**src/rtl/sweep_ctrl_pkg.sv**
```systemverilog
// Shared types for the sweep controller: state encoding and default counter width.
// The SWEEP_DWELL_EN macro adds the two endpoint dwell states.
package sweep_pkg;
  localparam int SWEEP_WIDTH = 16;

  typedef enum logic [2:0] {
    S_IDLE     = 3'd0,
    S_UP       = 3'd1,
    S_DOWN     = 3'd2
`ifdef SWEEP_DWELL_EN
    ,S_DWELL_HI = 3'd3,
    S_DWELL_LO = 3'd4
`endif
  } state_t;
endpackage

```
**src/rtl/sweep_ctrl_if.sv**
```systemverilog
// Control/status bundle for sweep_ctrl; master drives the run request, slave is the controller.
interface sweep_ctrl_if #(parameter int WIDTH = 16) ();
  logic             start;
  logic             stop;
  logic [WIDTH-1:0] lo;
  logic [WIDTH-1:0] hi;
  logic [7:0]       n_sweeps;
  logic [WIDTH-1:0] cnt;
  logic             dir;
  logic             tc;
  logic             busy;
  logic             done;
  logic             err;

  modport master (output start, stop, lo, hi, n_sweeps,
                  input  cnt, dir, tc, busy, done, err);
  modport slave  (input  start, stop, lo, hi, n_sweeps,
                  output cnt, dir, tc, busy, done, err);
endinterface

```
**src/rtl/sweep_ctrl_updown_cnt.sv**
```systemverilog
// Loadable up/down counter register; load has priority over counting.
module updown_cnt #(
  parameter int WIDTH = 16
) (
  input  logic             clk,
  input  logic             rst,
  input  logic             load,
  input  logic             en,
  input  logic             dir,
  input  logic [WIDTH-1:0] d,
  output logic [WIDTH-1:0] q
);
  localparam logic [WIDTH-1:0] ONE = WIDTH'(1);

  always_ff @(posedge clk) begin
    if (rst)       q <= '0;
    else if (load) q <= d;
    else if (en)   q <= dir ? q - ONE : q + ONE;
  end
endmodule

```
**src/rtl/sweep_ctrl.sv**
```systemverilog
// Triangle sweep controller: counts lo_q..hi_q..lo_q for n sweeps (0 = forever).
// Define SWEEP_DWELL_EN to hold each endpoint for DWELL extra cycles before reversing.
module sweep_ctrl
  import sweep_pkg::*;
#(
  parameter int WIDTH = SWEEP_WIDTH,
  parameter int DWELL = 4
) (
  input  logic         clk,
  input  logic         rst,
  sweep_ctrl_if.slave  bus
);
  localparam logic [WIDTH-1:0] ONE = WIDTH'(1);

  if (DWELL < 1 || DWELL > 255) begin : g_bad_dwell
    $error("sweep_ctrl: DWELL must be within 1..255");
  end

  state_t           state, state_nxt;
  logic [WIDTH-1:0] lo_q, hi_q, cnt_q, ld_val;
  logic [7:0]       n_q, sweeps, sweeps_inc;
  logic             dir_q, done_q, err_q;
  logic             load, en, step_dn, turn_down, bottom, fin;
  logic             start_ok, start_bad;
`ifdef SWEEP_DWELL_EN
  localparam logic [7:0] DWELL_M1 = 8'(DWELL - 1);
  logic [7:0] dwell_cnt;
  logic       dwell_ld;
`endif

  assign start_ok   = (state == S_IDLE) && bus.start && (bus.lo < bus.hi);
  assign start_bad  = (state == S_IDLE) && bus.start && !(bus.lo < bus.hi);
  assign sweeps_inc = sweeps + 8'd1;

  always_comb begin
    state_nxt = state;
    load      = 1'b0;
    en        = 1'b0;
    step_dn   = 1'b0;
    ld_val    = lo_q;
    turn_down = 1'b0;
    bottom    = 1'b0;
    fin       = 1'b0;
`ifdef SWEEP_DWELL_EN
    dwell_ld  = 1'b0;
`endif
    case (state)
      S_IDLE: if (start_ok) begin
        load      = 1'b1;
        ld_val    = bus.lo;
        state_nxt = S_UP;
      end
      S_UP: begin
        if (bus.stop)           state_nxt = S_IDLE;
        else if (cnt_q != hi_q) en = 1'b1;
`ifdef SWEEP_DWELL_EN
        else begin state_nxt = S_DWELL_HI; dwell_ld = 1'b1; end
`else
        else                    turn_down = 1'b1;
`endif
      end
      S_DOWN: begin
        if (bus.stop)           state_nxt = S_IDLE;
        else if (cnt_q != lo_q) begin en = 1'b1; step_dn = 1'b1; end
`ifdef SWEEP_DWELL_EN
        else begin state_nxt = S_DWELL_LO; dwell_ld = 1'b1; end
`else
        else                    bottom = 1'b1;
`endif
      end
`ifdef SWEEP_DWELL_EN
      S_DWELL_HI: begin
        if (bus.stop)               state_nxt = S_IDLE;
        else if (dwell_cnt == 8'd0) turn_down = 1'b1;
      end
      S_DWELL_LO: begin
        if (bus.stop)               state_nxt = S_IDLE;
        else if (dwell_cnt == 8'd0) bottom = 1'b1;
      end
`endif
      default: state_nxt = S_IDLE;
    endcase
    // Reversals reload the counter one step inside the bound so no endpoint repeats.
    if (turn_down) begin
      load      = 1'b1;
      ld_val    = hi_q - ONE;
      state_nxt = S_DOWN;
    end
    if (bottom) begin
      if (n_q != 8'd0 && sweeps_inc == n_q) begin
        fin       = 1'b1;
        state_nxt = S_IDLE;
      end else begin
        load      = 1'b1;
        ld_val    = lo_q + ONE;
        state_nxt = S_UP;
      end
    end
  end

  always_ff @(posedge clk) begin
    if (rst) begin
      state  <= S_IDLE;
      dir_q  <= 1'b0;
      done_q <= 1'b0;
      err_q  <= 1'b0;
      lo_q   <= '0;
      hi_q   <= '0;
      n_q    <= '0;
      sweeps <= '0;
    end else begin
      state  <= state_nxt;
      done_q <= fin;
      err_q  <= start_bad;
      if (start_ok) begin
        lo_q   <= bus.lo;
        hi_q   <= bus.hi;
        n_q    <= bus.n_sweeps;
        sweeps <= '0;
        dir_q  <= 1'b0;
      end
      if (turn_down)        dir_q  <= 1'b1;
      if (bottom && !fin)   dir_q  <= 1'b0;
      if (bottom)           sweeps <= sweeps_inc;
    end
  end

`ifdef SWEEP_DWELL_EN
  always_ff @(posedge clk) begin
    if (rst)                 dwell_cnt <= '0;
    else if (dwell_ld)       dwell_cnt <= DWELL_M1;
    else if (dwell_cnt != 0) dwell_cnt <= dwell_cnt - 8'd1;
  end
`endif

  updown_cnt #(.WIDTH(WIDTH)) u_cnt (
    .clk  (clk),
    .rst  (rst),
    .load (load),
    .en   (en),
    .dir  (step_dn),
    .d    (ld_val),
    .q    (cnt_q)
  );

  assign bus.cnt  = cnt_q;
  assign bus.dir  = dir_q;
  assign bus.busy = (state != S_IDLE);
  assign bus.tc   = bus.busy && ((!dir_q && cnt_q == hi_q) || (dir_q && cnt_q == lo_q));
  assign bus.done = done_q;
  assign bus.err  = err_q;
endmodule

```
**src/flat_wrapper.sv**
```systemverilog
// flat-port wrapper written by rule: the top's interface ports become plain ports
module sweep_ctrl_flat import sweep_pkg::*;
#(
  parameter int WIDTH = SWEEP_WIDTH,
  parameter int DWELL = 4
)
  (clk, rst, bus_start, bus_stop, bus_lo, bus_hi, bus_n_sweeps, bus_cnt, bus_dir, bus_tc, bus_busy, bus_done, bus_err);
  sweep_ctrl_if #(.WIDTH(WIDTH)) bus_i ();
  input  logic clk;
  input  logic rst;
  input wire logic [$bits(bus_i.start)-1:0] bus_start;
  input wire logic [$bits(bus_i.stop)-1:0] bus_stop;
  input wire logic [$bits(bus_i.lo)-1:0] bus_lo;
  input wire logic [$bits(bus_i.hi)-1:0] bus_hi;
  input wire logic [$bits(bus_i.n_sweeps)-1:0] bus_n_sweeps;
  output wire logic [$bits(bus_i.cnt)-1:0] bus_cnt;
  output wire logic [$bits(bus_i.dir)-1:0] bus_dir;
  output wire logic [$bits(bus_i.tc)-1:0] bus_tc;
  output wire logic [$bits(bus_i.busy)-1:0] bus_busy;
  output wire logic [$bits(bus_i.done)-1:0] bus_done;
  output wire logic [$bits(bus_i.err)-1:0] bus_err;
  assign bus_i.start = bus_start;
  assign bus_i.stop = bus_stop;
  assign bus_i.lo = bus_lo;
  assign bus_i.hi = bus_hi;
  assign bus_i.n_sweeps = bus_n_sweeps;
  assign bus_cnt = bus_i.cnt;
  assign bus_dir = bus_i.dir;
  assign bus_tc = bus_i.tc;
  assign bus_busy = bus_i.busy;
  assign bus_done = bus_i.done;
  assign bus_err = bus_i.err;
  sweep_ctrl #(.WIDTH(WIDTH), .DWELL(DWELL)) u_core (.clk(clk), .rst(rst), .bus(bus_i));
endmodule
```
**config.mk**
```make
export PLATFORM = sky130hd
export DESIGN_NAME = sweep_ctrl_flat
export DESIGN_NICKNAME = d
export VERILOG_FILES = /design/src/rtl/sweep_ctrl_pkg.sv /design/src/rtl/sweep_ctrl_if.sv /design/src/rtl/sweep_ctrl_updown_cnt.sv /design/src/rtl/sweep_ctrl.sv /design/src/flat_wrapper.sv
export SDC_FILE = /design/constraint.sdc
export NUM_CORES = 1
export LEC_CHECK = 0
export ABC_AREA = 1
export CORE_MARGIN = 2
export CORE_UTILIZATION = 30
export CTS_BUF_LIST = sky130_fd_sc_hd__clkbuf_16
export DETAILED_ROUTE_END_ITERATION = 8
export SYNTH_ARGS = -nofsm -noshare
export SYNTH_HDL_FRONTEND = slang
export SYNTH_HIERARCHICAL = 1
export SYNTH_SLANG_ARGS = --single-unit
```
**constraint.sdc**
```tcl
create_clock -name clk -period 2.8 [get_ports clk]
set_input_delay 0.56 -clock clk [delete_from_list [all_inputs] [get_ports clk]]
set_output_delay 0.56 -clock clk [all_outputs]
set_load 0.01 [all_outputs]
```
Word-level counts from Yosys, hierarchy flattened
Cells that the tools add are included.
{ "totals": {"word_cells": 82, "in_bits": 44, "output_inout_bits": 21, "register_bits": 70} }
{ "op_classes": {"muxes": 37, "n_eq_ne": 9, "order_cmp": 1, "n_reduce_logical": 21, "n_addsub": 5} }
{ "op_table": {"columns": ["cell", "n"], "rows": [
  ["16-bit two-way mux", 8],
  ["16-bit by 1-bit adder with 16-bit output, second input constant", 2],
  ["16-bit equality test", 2],
  ["16-bit != test", 2],
  ["16-bit by 1-bit subtractor with 16-bit output, second input constant", 2],
  ["1-bit two-way mux", 21],
  ["16-bit < comparator", 1],
  ["8-bit two-way mux", 2],
  ["3-bit two-way mux", 4],
  ["8-bit by 1-bit adder with 8-bit output, second input constant", 1],
  ["8-bit equality test", 1],
  ["1-bit logical AND", 8],
  ["4-bit by 1-bit != test with 1-bit output, second input constant", 2],
  ["8-bit nonzero test", 1],
  ["3-bit case mux with 2 select lines", 1],
  ["2-bit nonzero test", 3],
  ["2-bit OR reduction", 2],
  ["3-bit by 1-bit equality test with 1-bit output, second input constant", 1],
  ["3-bit by 2-bit equality test with 1-bit output, second input constant", 1],
  ["1-bit logical NOT", 3],
  ["3-bit logical NOT", 1],
  ["3-bit nonzero test", 1],
  ["1-bit case mux with 2 select lines", 1],
  ["2-bit AND reduction", 1],
  ["1-bit logical OR", 1]
]} }

Longest topological paths before layout
{ "depth": {"depth_word": 9, "depth_mapped": 19, "ltp_nobuf": 19} }

Hierarchy
Netlist, hierarchy kept.
{ "by_module_without_submodules": {"columns": ["mod", "cells_each", "seq_area_each_um2", "n_inst", "area_each_um2"], "rows": [
  ["sweep_ctrl", 694, 1061.0, 1, 4300.4],
  ["updown_cnt", 249, 320.3, 1, 1629.1]
]} }

Worst setup path after synthesis
OpenSTA, ideal clock, no wires.
{ "synth_timing": {"kind": "register to register", "start": "register u_core.u_cnt.q[0]", "end": "register u_core.u_cnt.q[8]", "path_buffers": 0, "path_stages_with_launch": 13, "arrival_time_ns": 2.760, "setup_ns": 0.120, "t_required_ns": 2.680, "period_less_slack_ns": 2.880, "slack_ns": -0.080, "cell_sequence": "dfxtp_1 xnor2_1 nand4_1 nor2_1 a21oi_1 ha_1 or2_1 and2_4 nand2_1 nand2_1 xor2_1 nand2_1 a21oi_2"} }
{ "synth_via": {"elab_cells_between_ends": 26, "cone_classes": "add/sub (2); eq/ne (2); mux (21); reduce/logical (1)"} }
{ "synth_lines": {"columns": ["item", "line_no", "text"], "rows": [
  ["start, declared", "sweep_ctrl_updown_cnt.sv:11", "output logic [WIDTH-1:0] q"],
  ["start signal, assigned", "sweep_ctrl_updown_cnt.sv:18", "else if (en) q <= dir ? q - ONE : q + ONE;"],
  ["16-bit != test", "sweep_ctrl.sv:64", "else if (cnt_q != lo_q) begin en = 1'b1; step_dn = 1'b1; end"],
  ["1-bit two-way mux", "sweep_ctrl.sv:64", null],
  ["1-bit two-way mux", "sweep_ctrl.sv:63", "if (bus.stop) state_nxt = S_IDLE;"],
  ["1-bit two-way mux", "sweep_ctrl.sv:47", "case (state)"],
  ["net u_core.step_dn", "sweep_ctrl.sv:23", "logic load, en, step_dn, turn_down, bottom, fin;"],
  ["16-bit two-way mux (2 in a row)", "sweep_ctrl_updown_cnt.sv:18", null],
  ["16-bit two-way mux", "sweep_ctrl_updown_cnt.sv:17", "else if (load) q <= d;"]
]} }
The timed path passes the listed nets, and every way through them passes these cells. The select of a mux whose other input is x is not followed.
A chain may end at the register's enable or synchronous reset.

Worst setup path in the final report
{ "layout_timing": {"start": "input port bus_hi[11]", "end": "register u_core.u_cnt.q[1]"} }
{ "layout_via": {"elab_chain_len": 8, "elab_cells_between_ends": 14, "cone_classes": "order compare (1); mux (11); reduce/logical (2)"} }
{ "layout_rtl": {"columns": ["item", "line_no", "text"], "rows": [
  ["start, declared", "flat_wrapper.sv:14", "input wire logic [$bits(bus_i.hi)-1:0] bus_hi;"],
  ["16-bit < comparator (*)", "sweep_ctrl.sv:31", "assign start_ok = (state == S_IDLE) && bus.start && (bus.lo < bus.hi);"],
  ["1-bit logical AND (*)", "sweep_ctrl.sv:31", null],
  ["1-bit two-way mux (*)", "sweep_ctrl.sv:48", "S_IDLE: if (start_ok) begin"],
  ["1-bit two-way mux (*)", "sweep_ctrl.sv:47", null],
  ["1-bit two-way mux (*)", "sweep_ctrl.sv:84", "if (turn_down) begin"],
  ["1-bit two-way mux", "sweep_ctrl.sv:90", "if (n_q != 8'd0 && sweeps_inc == n_q) begin"],
  ["1-bit two-way mux (*)", "sweep_ctrl.sv:89", "if (bottom) begin"],
  ["net u_core.load", "sweep_ctrl.sv:23", null],
  ["16-bit two-way mux / 2-bit nonzero test (equally long branches)", null, null]
]} }
Mark *: on every way through the listed nets, which the timed path passes. The rest lies on a longest branch.

==> results.yml <==
grt:
  grt_remaining_overflow: 0
  grt_max_degree: 40
  antenna_found_initial: 0
  grt_use_total: 0.173
  first_global_vias: 5643
  grt_pass1_wl_um: 28500
setup_path:
  r2r-end: "u_core/u_cnt/q[13]"
  crit-reg2reg-launch: "u_core/lo_q[10]"
  crit_end: "u_core/u_cnt/q[1]"
  rr_worst_depth: 15
  required_ns: 3.08
  cp_max_fo: 16
  cp-start-kind: "input port"
  arrival_ns: 2.93
  reg2reg_setup_slack_ns: 0.19
  startpoint: "bus_hi[11]"
  critPathKind: "input port to flop"
  critPathCaptureType: "flop"
outcome:
  status: "finished clean"
floorplan:
  die_h_um: 145
  start_util: 0.306
  dieArea_sq_um: 20900
  fp.coreArea_sq_um: 19400
  die_width_um: 145
  io_pins: 65
  num_rows: 51
cells_and_area:
  drive_above_1_share: 0.135
  diodes: 0
  fillCellCount: 2089
  fin_nets: 1134
  areaGrowthSynthToFinish_pct: 27.8
  fin_util: 0.391
detailed_routing:
  vias: 6202
  drt_pass1_iterations: 5
  routed_wl_um: 17800
  viasPerCell: 4.69
  ant_nets: 0
  drc: 0
  drtIter0Drc: 394
  wl_per_cell_um: 13.5
timing:
  setup_slack_ns: 0.153
  finClkSkew_ns: 0.0102
  hold_violations: 0
  worstMarginPinSlew_ns: 0.535
  drv_slew: 0
  min_period_ns: 2.65
  relSlewSlack: 0.640
  timing.hold.ws_ns: 0.490
  max_freq_mhz: 378
  rsz0062_at_grt: "false"
  finalCritPeriodShare: 0.946
  setup_viol: 0
cts:
  insertion_delay_ns: 0.34
  h-tree-depth: 3
  cts_tree: "yes"
  numCtsBuffers: 9
  clk_pin_slew_worst_paths_ns: 0.06
  root_buffer: "clkbuf_16"
  cts_buffer_depth: 2
  cts_sinks: 69
synthesis:
  synth_area_leader_cell: "dfxtp_1"
  netlist_instances: 943
  synthDominantCellAreaShare: 0.233
  ys_types: 45
  synth.cell_area_sq_um: 5930
  yosysSeqAreaShare: 0.233
  synth_seq_cells: 69
  ys_warn_count: 6
  synth.avg_cell_area_sq_um: 6.29
  synth_top_cells_by_area: "dfxtp_1, nand2_1, inv_1"
  synthesis.nets: 1024
power:
  p_leak_uw: 0.00355
  p_total_uw: 3870
  peakVddDrop_mv: 0.318
  p_per_area_nw_per_um2: 510
placed_design:
  place.gp.congestion: 0.883
  dp_hpwl_um: 13900
  portBuffers: 64
  pre_cts_ws_ns: -0.228
min_path:
  hold_path_class: "flop to flop"
job:
  drv_cap: 0
## where the power goes
group / leakage (uW) / internal [uW] / switching (uW)
clock network: 0.000129 / 593 / 466
logic: 0.00285 / 673 / 886
registers: 0.000569 / 1110 / 142
## worst max-delay path, stage by stage
cell	delay [ns]
clkdlybuf4s50_1	0.48
inv_1	0.05
ha_1	0.28
nand2_1	0.10
o21bai_1	0.11
a21oi_1	0.09
nor2_2	0.20
nand3_4	0.16
nand3_1	0.15
buf_4	0.16
buf_4	0.21
nand2_1	0.08
a31o_2	0.24
inv_1	0.04
## how the worst min path moves through the flow
stage,from,endpoint,cells past startpoint
after floorplan,u_core/state[1],u_core/state[1],2
after global routing,u_core/hi_q[1],u_core/hi_q[1],2
final,u_core/state[1],u_core/state[1],2
after CTS,u_core/state[1],u_core/state[1],2
after global placement,u_core/state[1],u_core/state[1],2
after detailed placement,u_core/state[1],u_core/state[1],2
## timing repair
item,4_1_cts,5_1_grt
pin swaps,0,5
cloned,0,0
resized for setup,5,14
setup endpoints to repair,1,15
buffers inserted,0,1
hold buffers,0,0
## layout by cell type, fill, tap and decap left out, drive strengths merged, types with 6 or more instances in the layout
cell           Yosys  final
or2                8      8
nand4             23     23
xnor2             24     24
a21oi             86     86
nor3              15     15
o21ai             34     34
dfxtp             69     69
inv              145    145
ha                36     36
nor4               6      6
clkdlybuf4s50      0     63
nand3             82     82
buf               10     61
xor2              22     22
nor2             109    109
nand2            225    225
clkbuf            16      9
a22oi             11     11
## registers in the layout, indices dropped and copies added (netlist names)
name	count
u_core/sweeps	8
u_core/n_q	8
u_core/state	2
u_core/bus.err	1
u_core/bus.dir	1
u_core/lo_q	16
u_core/bus.done	1
u_core/u_cnt/q	16
u_core/hi_q	16
## cells by family after synthesis
family                     count (synthesis)  share of synthesized area
AOI/OAI and AO/OA                        142                      0.133
xor gates and xnor gates                  46                     0.0679
adders and majority gates                 37                     0.0793
buffers and inverters                    171                      0.119
DFF                                       69                      0.233
and+or+nand+nor                          478                      0.367
## area by class of cell
cell class	count	area, sq um	share of cell area
timing repair buffer	125	1150	0.152
clock buffer	9	225	0.0297
sequential	69	1390	0.184
clock inverter	7	42.5	0.00561
inverter	145	547	0.0721
multi-input combinational	703	3890	0.513
tap	265	332	0.0438
## synth_stat cells, drive strengths merged
master and n:
a22oi 11, or2 8, fa 1, xor2 22
a31oi 4, o22ai 1, nand2b 3, nand4 23
nor2 109, and2 3, nand3 82, nand3b 4
o21ai 34, nor4 6, a31o 1, ha 36
buf 10, nand2 225, xnor2 24, o21a 2
a21oi 86, nor3 15, dfxtp 69, clkbuf 16
inv 145, o21bai 3
## metal layers
layer,part of all wire,global-route usage,wire [um],up-vias
met2,0.44,0.274,7830,153
met1,0.51,0.248,9000,2776
met4,0.012,0.0424,215,0
met3,0.043,0.0252,770,16
met5,0,0,0,-
li1,-,-,-,3257
## stage by stage
stage | setup TNS, ns | area [sq um] | instances
after floorplan | 0 | 5930 | 943
after global routing | 0 | 7580 | 1323
final | 0 | 7580 | 1323
after global placement | -3.20 | 7250 | 1306
after detailed placement | -3.24 | 7250 | 1306
after CTS | 0 | 7520 | 1322
Power figures use the tool's default switching activity.
